==> src/rtl/vga_sync_gen_if.sv <==
// Output bundle of the VGA timing generator: pixel tick, coordinates, syncs and pulses.
// The rgb signal exists only when VGA_TEST_PATTERN_EN is defined.
interface vga_sync_gen_if;
    logic       pix_tick;
    logic [9:0] pix_x;
    logic [9:0] pix_y;
    logic       hsync;
    logic       vsync;
    logic       video_on;
    logic       line_start;
    logic       frame_start;
`ifdef VGA_TEST_PATTERN_EN
    logic [7:0] rgb;
`endif

    modport master (
`ifdef VGA_TEST_PATTERN_EN
        output rgb,
`endif
        output pix_tick,
        output pix_x,
        output pix_y,
        output hsync,
        output vsync,
        output video_on,
        output line_start,
        output frame_start
    );

    modport slave (
`ifdef VGA_TEST_PATTERN_EN
        input  rgb,
`endif
        input  pix_tick,
        input  pix_x,
        input  pix_y,
        input  hsync,
        input  vsync,
        input  video_on,
        input  line_start,
        input  frame_start
    );
endinterface

==> src/rtl/vga_sync_gen.sv <==
// 640x480@60Hz VGA timing generator on the master clock with a derived pixel-rate enable.
// Define VGA_TEST_PATTERN_EN to add the registered colour-bar output rgb.
module vga_sync_gen #(
    parameter int unsigned CLK_DIV  = 2,
    parameter int unsigned H_ACTIVE = 640,
    parameter int unsigned H_FP     = 16,
    parameter int unsigned H_SYNC   = 96,
    parameter int unsigned H_BP     = 48,
    parameter int unsigned V_ACTIVE = 480,
    parameter int unsigned V_FP     = 10,
    parameter int unsigned V_SYNC   = 2,
    parameter int unsigned V_BP     = 33,
    parameter bit          SYNC_POL = 1'b0
) (
    input  logic           clk,
    input  logic           clr_n,
    vga_sync_gen_if.master o_vga
);

    localparam int unsigned H_TOTAL = H_ACTIVE + H_FP + H_SYNC + H_BP;
    localparam int unsigned V_TOTAL = V_ACTIVE + V_FP + V_SYNC + V_BP;
    localparam int unsigned DIV_W   = (CLK_DIV > 1) ? $clog2(CLK_DIV) : 1;

    localparam logic [DIV_W-1:0] DIV_LAST = DIV_W'(CLK_DIV - 1);
    localparam logic [9:0]       H_LAST   = 10'(H_TOTAL - 1);
    localparam logic [9:0]       V_LAST   = 10'(V_TOTAL - 1);
    localparam logic [9:0]       H_VIS    = 10'(H_ACTIVE);
    localparam logic [9:0]       V_VIS    = 10'(V_ACTIVE);
    localparam logic [9:0]       HS_FIRST = 10'(H_ACTIVE + H_FP);
    localparam logic [9:0]       HS_LAST  = 10'(H_ACTIVE + H_FP + H_SYNC - 1);
    localparam logic [9:0]       VS_FIRST = 10'(V_ACTIVE + V_FP);
    localparam logic [9:0]       VS_LAST  = 10'(V_ACTIVE + V_FP + V_SYNC - 1);

    logic [DIV_W-1:0] r_div;
    logic             r_tick;
    logic [9:0]       r_x;
    logic [9:0]       r_y;
    logic             r_hsync;
    logic             r_vsync;
    logic             r_video_on;
    logic             r_line_start;
    logic             r_frame_start;

    logic [9:0]       w_x_next;
    logic [9:0]       w_y_next;
    logic             w_hs_next;
    logic             w_vs_next;
    logic             w_vo_next;

    // Next coordinates; only committed on a pixel tick.
    always_comb begin
        w_x_next = r_x + 10'd1;
        w_y_next = r_y;
        if (r_x == H_LAST) begin
            w_x_next = '0;
            if (r_y == V_LAST) begin
                w_y_next = '0;
            end else begin
                w_y_next = r_y + 10'd1;
            end
        end
    end

    assign w_hs_next = (w_x_next >= HS_FIRST) && (w_x_next <= HS_LAST);
    assign w_vs_next = (w_y_next >= VS_FIRST) && (w_y_next <= VS_LAST);
    assign w_vo_next = (w_x_next < H_VIS) && (w_y_next < V_VIS);

    always_ff @(posedge clk or negedge clr_n) begin
        if (!clr_n) begin
            r_div  <= '0;
            r_tick <= 1'b0;
        end else begin
            r_tick <= (r_div == DIV_LAST);
            if (r_div == DIV_LAST) begin
                r_div <= '0;
            end else begin
                r_div <= r_div + DIV_W'(1);
            end
        end
    end

    // Syncs and video_on are decoded from the next coordinates so they land on the same edge.
    always_ff @(posedge clk or negedge clr_n) begin
        if (!clr_n) begin
            r_x           <= H_LAST;
            r_y           <= V_LAST;
            r_hsync       <= ~SYNC_POL;
            r_vsync       <= ~SYNC_POL;
            r_video_on    <= 1'b0;
            r_line_start  <= 1'b0;
            r_frame_start <= 1'b0;
        end else if (r_tick) begin
            r_x           <= w_x_next;
            r_y           <= w_y_next;
            r_hsync       <= w_hs_next ? SYNC_POL : ~SYNC_POL;
            r_vsync       <= w_vs_next ? SYNC_POL : ~SYNC_POL;
            r_video_on    <= w_vo_next;
            r_line_start  <= (w_x_next == '0);
            r_frame_start <= (w_x_next == '0) && (w_y_next == '0);
        end else begin
            r_line_start  <= 1'b0;
            r_frame_start <= 1'b0;
        end
    end

    assign o_vga.pix_tick    = r_tick;
    assign o_vga.pix_x       = r_x;
    assign o_vga.pix_y       = r_y;
    assign o_vga.hsync       = r_hsync;
    assign o_vga.vsync       = r_vsync;
    assign o_vga.video_on    = r_video_on;
    assign o_vga.line_start  = r_line_start;
    assign o_vga.frame_start = r_frame_start;

`ifdef VGA_TEST_PATTERN_EN
    // Eight equal-width bars across the visible line.
    localparam int unsigned BAR_W = (H_ACTIVE >= 8) ? (H_ACTIVE / 8) : 1;

    logic [9:0] w_bar;
    logic [7:0] w_rgb_next;
    logic [7:0] r_rgb;

    assign w_bar = w_x_next / 10'(BAR_W);

    always_comb begin
        w_rgb_next = 8'h00;
        if (w_vo_next) begin
            case (w_bar)
                10'd0:   w_rgb_next = 8'hFF;
                10'd1:   w_rgb_next = 8'hFC;
                10'd2:   w_rgb_next = 8'h1F;
                10'd3:   w_rgb_next = 8'h1C;
                10'd4:   w_rgb_next = 8'hE3;
                10'd5:   w_rgb_next = 8'hE0;
                10'd6:   w_rgb_next = 8'h03;
                default: w_rgb_next = 8'h00;
            endcase
        end
    end

    always_ff @(posedge clk or negedge clr_n) begin
        if (!clr_n) begin
            r_rgb <= 8'h00;
        end else if (r_tick) begin
            r_rgb <= w_rgb_next;
        end
    end

    assign o_vga.rgb = r_rgb;
`endif

endmodule

==> src/flat_wrapper.sv <==
// flat-port wrapper written by rule: the top's interface ports become plain ports
module vga_sync_gen_flat 
#(
    parameter int unsigned CLK_DIV  = 2,
    parameter int unsigned H_ACTIVE = 640,
    parameter int unsigned H_FP     = 16,
    parameter int unsigned H_SYNC   = 96,
    parameter int unsigned H_BP     = 48,
    parameter int unsigned V_ACTIVE = 480,
    parameter int unsigned V_FP     = 10,
    parameter int unsigned V_SYNC   = 2,
    parameter int unsigned V_BP     = 33,
    parameter bit          SYNC_POL = 1'b0
)
  (clk, clr_n, o_vga_pix_tick, o_vga_pix_x, o_vga_pix_y, o_vga_hsync, o_vga_vsync, o_vga_video_on, o_vga_line_start, o_vga_frame_start);
  vga_sync_gen_if o_vga_i ();
  input  logic clk;
  input  logic clr_n;
  output wire logic [$bits(o_vga_i.pix_tick)-1:0] o_vga_pix_tick;
  output wire logic [$bits(o_vga_i.pix_x)-1:0] o_vga_pix_x;
  output wire logic [$bits(o_vga_i.pix_y)-1:0] o_vga_pix_y;
  output wire logic [$bits(o_vga_i.hsync)-1:0] o_vga_hsync;
  output wire logic [$bits(o_vga_i.vsync)-1:0] o_vga_vsync;
  output wire logic [$bits(o_vga_i.video_on)-1:0] o_vga_video_on;
  output wire logic [$bits(o_vga_i.line_start)-1:0] o_vga_line_start;
  output wire logic [$bits(o_vga_i.frame_start)-1:0] o_vga_frame_start;
  assign o_vga_pix_tick = o_vga_i.pix_tick;
  assign o_vga_pix_x = o_vga_i.pix_x;
  assign o_vga_pix_y = o_vga_i.pix_y;
  assign o_vga_hsync = o_vga_i.hsync;
  assign o_vga_vsync = o_vga_i.vsync;
  assign o_vga_video_on = o_vga_i.video_on;
  assign o_vga_line_start = o_vga_i.line_start;
  assign o_vga_frame_start = o_vga_i.frame_start;
  vga_sync_gen #(.CLK_DIV(CLK_DIV), .H_ACTIVE(H_ACTIVE), .H_FP(H_FP), .H_SYNC(H_SYNC), .H_BP(H_BP), .V_ACTIVE(V_ACTIVE), .V_FP(V_FP), .V_SYNC(V_SYNC), .V_BP(V_BP), .SYNC_POL(SYNC_POL)) u_core (.clk(clk), .clr_n(clr_n), .o_vga(o_vga_i));
endmodule
==> config.mk <==
export PLATFORM = sky130hd
export DESIGN_NAME = vga_sync_gen_flat
export DESIGN_NICKNAME = d
export VERILOG_FILES = /design/src/rtl/vga_sync_gen_if.sv /design/src/rtl/vga_sync_gen.sv /design/src/flat_wrapper.sv
export SDC_FILE = /design/constraint.sdc
export NUM_CORES = 1
export LEC_CHECK = 0
export BUFFER_PORTS_ARGS = -buffer_cell sky130_fd_sc_hd__buf_4
export CORE_ASPECT_RATIO = 0.9
export CORE_UTILIZATION = 41
export DETAILED_ROUTE_END_ITERATION = 12
export GPL_ROUTABILITY_DRIVEN = 0
export MAX_ROUTING_LAYER = met4
export SLEW_MARGIN = 5
export SYNTH_ARGS = -nofsm -noshare
export SYNTH_HDL_FRONTEND = slang
export SYNTH_SLANG_ARGS = --single-unit
==> constraint.sdc <==
create_clock -name clk -period 3.45 [get_ports clk]
set_input_delay 0.69 -clock clk [delete_from_list [all_inputs] [get_ports clk]]
set_output_delay 0.69 -clock clk [all_outputs]
set_load 0.02 [all_outputs]
==> impl_metrics.ini, run 1 <==
[yosys]
synth-edff-count = 0
synth_area_leaders = dfrtp_1 (20%), dfstp_2 (17%), xnor2_1 (6.1%)
synth_top_area_cell = dfrtp_1
ys_ff_latch = 27
ys_types = 52
synthTopCellsByCount = nand2_1 (17), dfrtp_1 (15), xnor2_1 (13)
yosysWarnings = 0
synth_area_sq_um = 1880
synthesis.nets = 216
yosys.area.top_type_share = 0.200
yosysSeqAreaShare = 0.368
syn_avg_cell_area_sq_um = 8.99
synthArstFlopShare = 1.00
synth_cells = 209
synthFlopType = dfrtp_1
synthMostInstantiatedCell = nand2_1

[finish]
fin_cells = 284
diodes = 0
final_net_count = 232
fin_area_sq_um = 2110
fillers = 432
area_delta_synth_final_pct = 12.3
drive_above_1_share = 0.237

[power_and_ir_drop]
powerDensity_nw_per_um2 = 238
vdd_ir_drop_max_mv = 0.137
leakage_uw = 0.000885
p_total_uw = 501

[grt]
grt_pass1_vias = 1493
grt_usage = 0.194
overflow = 0
grt_max_degree = 28
grt_antenna_before_repair = 0
grt_pass1_wl_microns = 7130

[timing]
fin_crit_ps = 2930
fin_tns_setup_ps = 0
tightest_slew_ps = 487
hold_viol_final = 0
finalMaxSlewViolations = 0
fmax_ghz = 0.341
max_slew_margin = 0.674
setup_viol = 0
whs_ps = 312
period_share = 0.851
finClkSkew_ps = 2.32
rsz0062_at_grt = false

[setup_path]
cp.arrival_ps = 3120
required_ps = 3640
ff2ff_setup_slack_ps = 520
r2r_cells = 7
r2r-end = u_core.o_vga.frame_start$_DFF_PN0_
endpoint_kind = flop
worstSetupStartpointType = flop
worst-path-max-fanout = 12
rr_startpoint = u_core.o_vga.pix_x[1]$_DFFE_PN1P_
path_class = flop to flop

[placement]
dpl_cell_area_sq_um = 2060
io_buffers = 27
place_hpwl_microns = 3010
dpl.cell_count = 280

[clock_network]
cts_tree = done
clk_pin_slew_worst_paths_ps = 90
cts_buffers = 3
cts_buffer_depth = 2
postCtsSetupBuffers = 0
clock_latency_ps = 270
cts_htree_levels = 1
hold_buffers = 0
cts-root-buf = clkbuf_8
post_cts_resized = 0
cts.sinks = 27

[route]
wl_microns = 4090
wire_per_inst_microns = 14.4
drcViolationCount = 0
vias = 1630
ant_nets = 0
dr.first_iter.drc_count = 165
vias_per_cell = 5.74
dr.pass1.iters = 4

[hold_path]
hp-class = input port to async pin

[die]
start_util = 0.443
die_area_sq_um = 4860
num_rows = 22
coreArea_sq_um = 4240
io_pins = 28
fp.dieH_microns = 66.2
fp.dieW_microns = 73.4

[outcome]
status = complete, no violations

[flow_run]
drv_cap = 0
-- power by group --
part / internal, uW / switching, uW
clock network: 80.9 / 97.0
logic: 0.771 / 5.82
registers: 317 / 0
total: 399 / 103
-- how the worst max path moves through the flow --
stage | startpoint | endpoint | slack, ps | depth (start not counted)
2_1_floorplan | u_core.o_vga.pix_x[1]$_DFFE_PN1P_ | u_core.o_vga.video_on$_DFFE_PN0P_ | 980 | 9
3_3_place_gp | u_core.o_vga.pix_x[1]$_DFFE_PN1P_ | u_core.o_vga.frame_start$_DFF_PN0_ | 730 | 7
3_5_place_dp | u_core.o_vga.pix_x[1]$_DFFE_PN1P_ | u_core.o_vga.vsync$_DFFE_PN1P_ | 570 | 7
4_1_cts | u_core.o_vga.pix_x[1]$_DFFE_PN1P_ | u_core.o_vga.frame_start$_DFF_PN0_ | 540 | 7
5_1_grt | u_core.o_vga.pix_x[1]$_DFFE_PN1P_ | u_core.o_vga.video_on$_DFFE_PN0P_ | 300 | 7
6_report | u_core.o_vga.pix_x[1]$_DFFE_PN1P_ | u_core.o_vga.frame_start$_DFF_PN0_ | 520 | 7
-- sequential cells by signal (all words and copies together), names as in the netlist --
| name | cells |
|---|---|
| u_core.o_vga.pix_tick | 1 |
| u_core.o_vga.pix_y | 10 |
| u_core.o_vga.frame_start | 1 |
| u_core.r_div | 1 |
| u_core.o_vga.vsync | 1 |
| u_core.o_vga.video_on | 1 |
| u_core.o_vga.line_start | 1 |
| u_core.o_vga.hsync | 1 |
| u_core.o_vga.pix_x | 10 |
-- layout by cell type, fill, tap and decap left out, types with 2 or more instances in the layout --
cell type and instances:
and4_1 5, nor2b_1 2, clkbuf_8 3, o31ai_1 3
dfrtp_1 15, o21ai_0 9, ha_1 5, xnor2_1 13
dfstp_2 12, and3_1 3, inv_1 12, and2_1 5
mux2i_1 2, a31o_2 2, nand3_1 8, nand4_1 6
nand2_1 17, xor2_1 5, nor4_1 4, nor3_1 8
nor4b_1 2, o21bai_1 2, a21oi_1 6, nor2_1 11
buf_4 28, a31oi_1 8, o211ai_1 3
-- area by class of cell --
type                       count  area (sq um)  share of cell area
timing repair buffer          28           210              0.0996
tap                           60          75.1              0.0356
multi-input combinational    153          1040               0.494
clock buffer                   3          41.3              0.0196
inverter                      12          45.0              0.0214
clock inverter                 1          5.00             0.00237
sequential                    27           691               0.327
-- critical path, stage by stage, from the launching register on --
cell	delay (ps)
dfstp_2	610
ha_1	340
and4_1	330
nand4_1	430
nor4_1	450
xnor2_1	270
o2111ai_1	200
a211oi_2	230
-- per-stage QoR --
stage               utilization  worst slack (ps)
floorplan                     -               976
global placement          0.487               729
detailed placement        0.487               572
CTS                       0.498               544
global route              0.498               304
finish                    0.498               515
-- layer usage --
metal | routed length (microns) | share of wire | vias to the layer above | global-route usage
li1 | - | - | 787 | -
met1 | 2040 | 0.50 | 793 | 0.277
met2 | 1740 | 0.43 | 48 | 0.285
met3 | 278 | 0.068 | 2 | 0.0396
met4 | 25 | 0.0061 | 0 | 0.0361
met5 | 0 | 0 | - | -
-- kinds of logic after synthesis --
kind of cell	Yosys count	synth area share
compound gates	47	0.174
xor+xnor	18	0.0839
flops	27	0.368
simple gates	80	0.247
buf+inv	29	0.0779
fa+ha+maj	5	0.0333
mux	3	0.0166
Note: power is estimated with default switching activity, not from simulation.
==> run 2, diff against run 1 <==
Clock period 3.45 ns to 2.41 ns, I/O delays scaled along.
==> run 2 against run 1 <==
Against the previous run: largest cell class unchanged; maximum frequency is 26% higher; worst setup slack worse by 440 ps; critical path depth up 1; non-clock buffer count up 21; highest routed layer unchanged; sequential share of layout area decreased by 2.3 points; total power rose by 45%; sequential cell count unchanged.
==> impl_metrics.ini, run 2 (synthesis results as in run 1) <==
[grt]
grt_antenna_before_repair = 0
grt_pass1_vias = 1665
grt_max_degree = 28
overflow = 0
grt_pass1_wl_microns = 8040
grt_usage = 0.225

[clock_network]
cts_buffers = 3
cts_buffer_depth = 2
cts_htree_levels = 1
cts_tree = done
cts-root-buf = clkbuf_8
postCtsSetupBuffers = 0
clock_latency_ps = 280
hold_buffers = 0
clk_pin_slew_worst_paths_ps = 90
cts.sinks = 27

[setup_path]
worst-path-max-fanout = 11
worstSetupStartpointType = flop
required_ps = 2570
endpoint_kind = flop
path_class = flop to flop
cp.arrival_ps = 2500

[route]
wire_per_inst_microns = 15.9
vias_per_cell = 5.64
drcViolationCount = 0
dr.pass1.iters = 4
ant_nets = 0
vias = 1721
dr.first_iter.drc_count = 94
wl_microns = 4850

[finish]
multiInputGateArea_sq_um = 1040
area_delta_synth_final_pct = 20.7
final_common_cell = buf_4
drive_above_1_share = 0.306
fillers = 412
final_net_count = 253
layout_common_cells = buf_4 (49), nand2_1 (17), dfrtp_1 (15), xnor2_1 (13)
diodes = 0
final-seq-area_sq_um = 691

[timing]
period_share = 0.969
tightest_slew_ps = 381
fmax_ghz = 0.428
fin_tns_setup_ps = 0
finClkSkew_ps = 4.36
max_slew_margin = 0.744
fin_crit_ps = 2330
setup_viol = 0
finalMaxSlewViolations = 0
hold_viol_final = 0
setup_ws_ps = 75.1
rsz0062_at_grt = false

[outcome]
status = complete, no violations

[power_and_ir_drop]
vdd_ir_drop_max_mv = 0.268
leakage_uw = 0.000996
powerDensity_nw_per_um2 = 320

[die]
fp.dieH_microns = 66.2
die_area_sq_um = 4860
coreArea_sq_um = 4240
start_util = 0.443
fp.dieW_microns = 73.4
io_pins = 28
num_rows = 22

[placement]
place_hpwl_microns = 3550
dpl_worst_slack_ps = 90.0
io_buffers = 27

[hold_path]
hp-class = input port to async pin

[flow_run]
drv_cap = 0
[run 2: changes by cell type in the layout (fill, tap and decap cells not counted), sizes merged]
cell / previous run / this run
buf: 28 / 49
[run 2: layout make-up]
type,count,area share
multi-input cells,153,0.460
flip-flops and latches,27,0.304
repair buffers,49,0.162
well taps,60,0.0331
inverters,12,0.0199
clock buffers,3,0.0182
clock inverters,1,0.00221
[run 2: where the power goes]
part           switching [uW]  total [uW]  internal [uW]
registers                   0         454            454
clock network             146         262            116
logic                    8.41        9.52           1.10
[run 2: final timing paths]
kind	from	endpoint	depth (start not counted)	slack, ps
max	u_core.o_vga.pix_x[0]$_DFFE_PN1P_	u_core.o_vga.video_on$_DFFE_PN0P_	8	80
min	clr_n	u_core.o_vga.pix_y[4]$_DFFE_PN0P_	1	100
max reg2reg	u_core.o_vga.pix_x[0]$_DFFE_PN1P_	u_core.o_vga.video_on$_DFFE_PN0P_	8	80
min reg2reg	u_core.r_div$_DFF_PN0_	u_core.o_vga.pix_tick$_DFF_PN0_	0	400
max in group asynchronous	clr_n	u_core.o_vga.pix_x[2]$_DFFE_PN1P_	1	2010
min in group clk	u_core.r_div$_DFF_PN0_	u_core.o_vga.pix_tick$_DFF_PN0_	0	400
[run 2: repair_timing]
item	CTS	global route
setup endpoints to repair	0	2
gates resized for setup	0	1
endpoints found under the hold margin	0	0
[run 2: critical path, stage by stage (launching register included)]
cell and delay (ps):
dfstp_2 540, ha_1 170, and4_2 290, nand4_1 140, buf_4 210, nor4_1 290
o22ai_1 160, nor4b_1 310, o2bb2ai_1 120
[run 2: metal layers]
layer / part of all wire / up-vias / GRT usage
li1: - / 828 / -
met1: 0.47 / 813 / 0.294
met2: 0.45 / 72 / 0.341
met3: 0.072 / 8 / 0.0488
met4: 0.014 / 0 / 0.0817
met5: 0 / - / -
[run 2: through the flow]
step | hold WS [ps] | power, uW | instances | instance area [sq um] | utilization
floorplan | 186 | 462 | 209 | 1880 | -
CTS | 111 | 738 | 305 | 2270 | 0.535
finish | 102 | 725 | 305 | 2270 | 0.535
global route | 118 | 757 | 305 | 2270 | 0.535
detailed placement | 360 | 472 | 301 | 2220 | 0.524
global placement | 364 | 472 | 301 | 2220 | 0.524
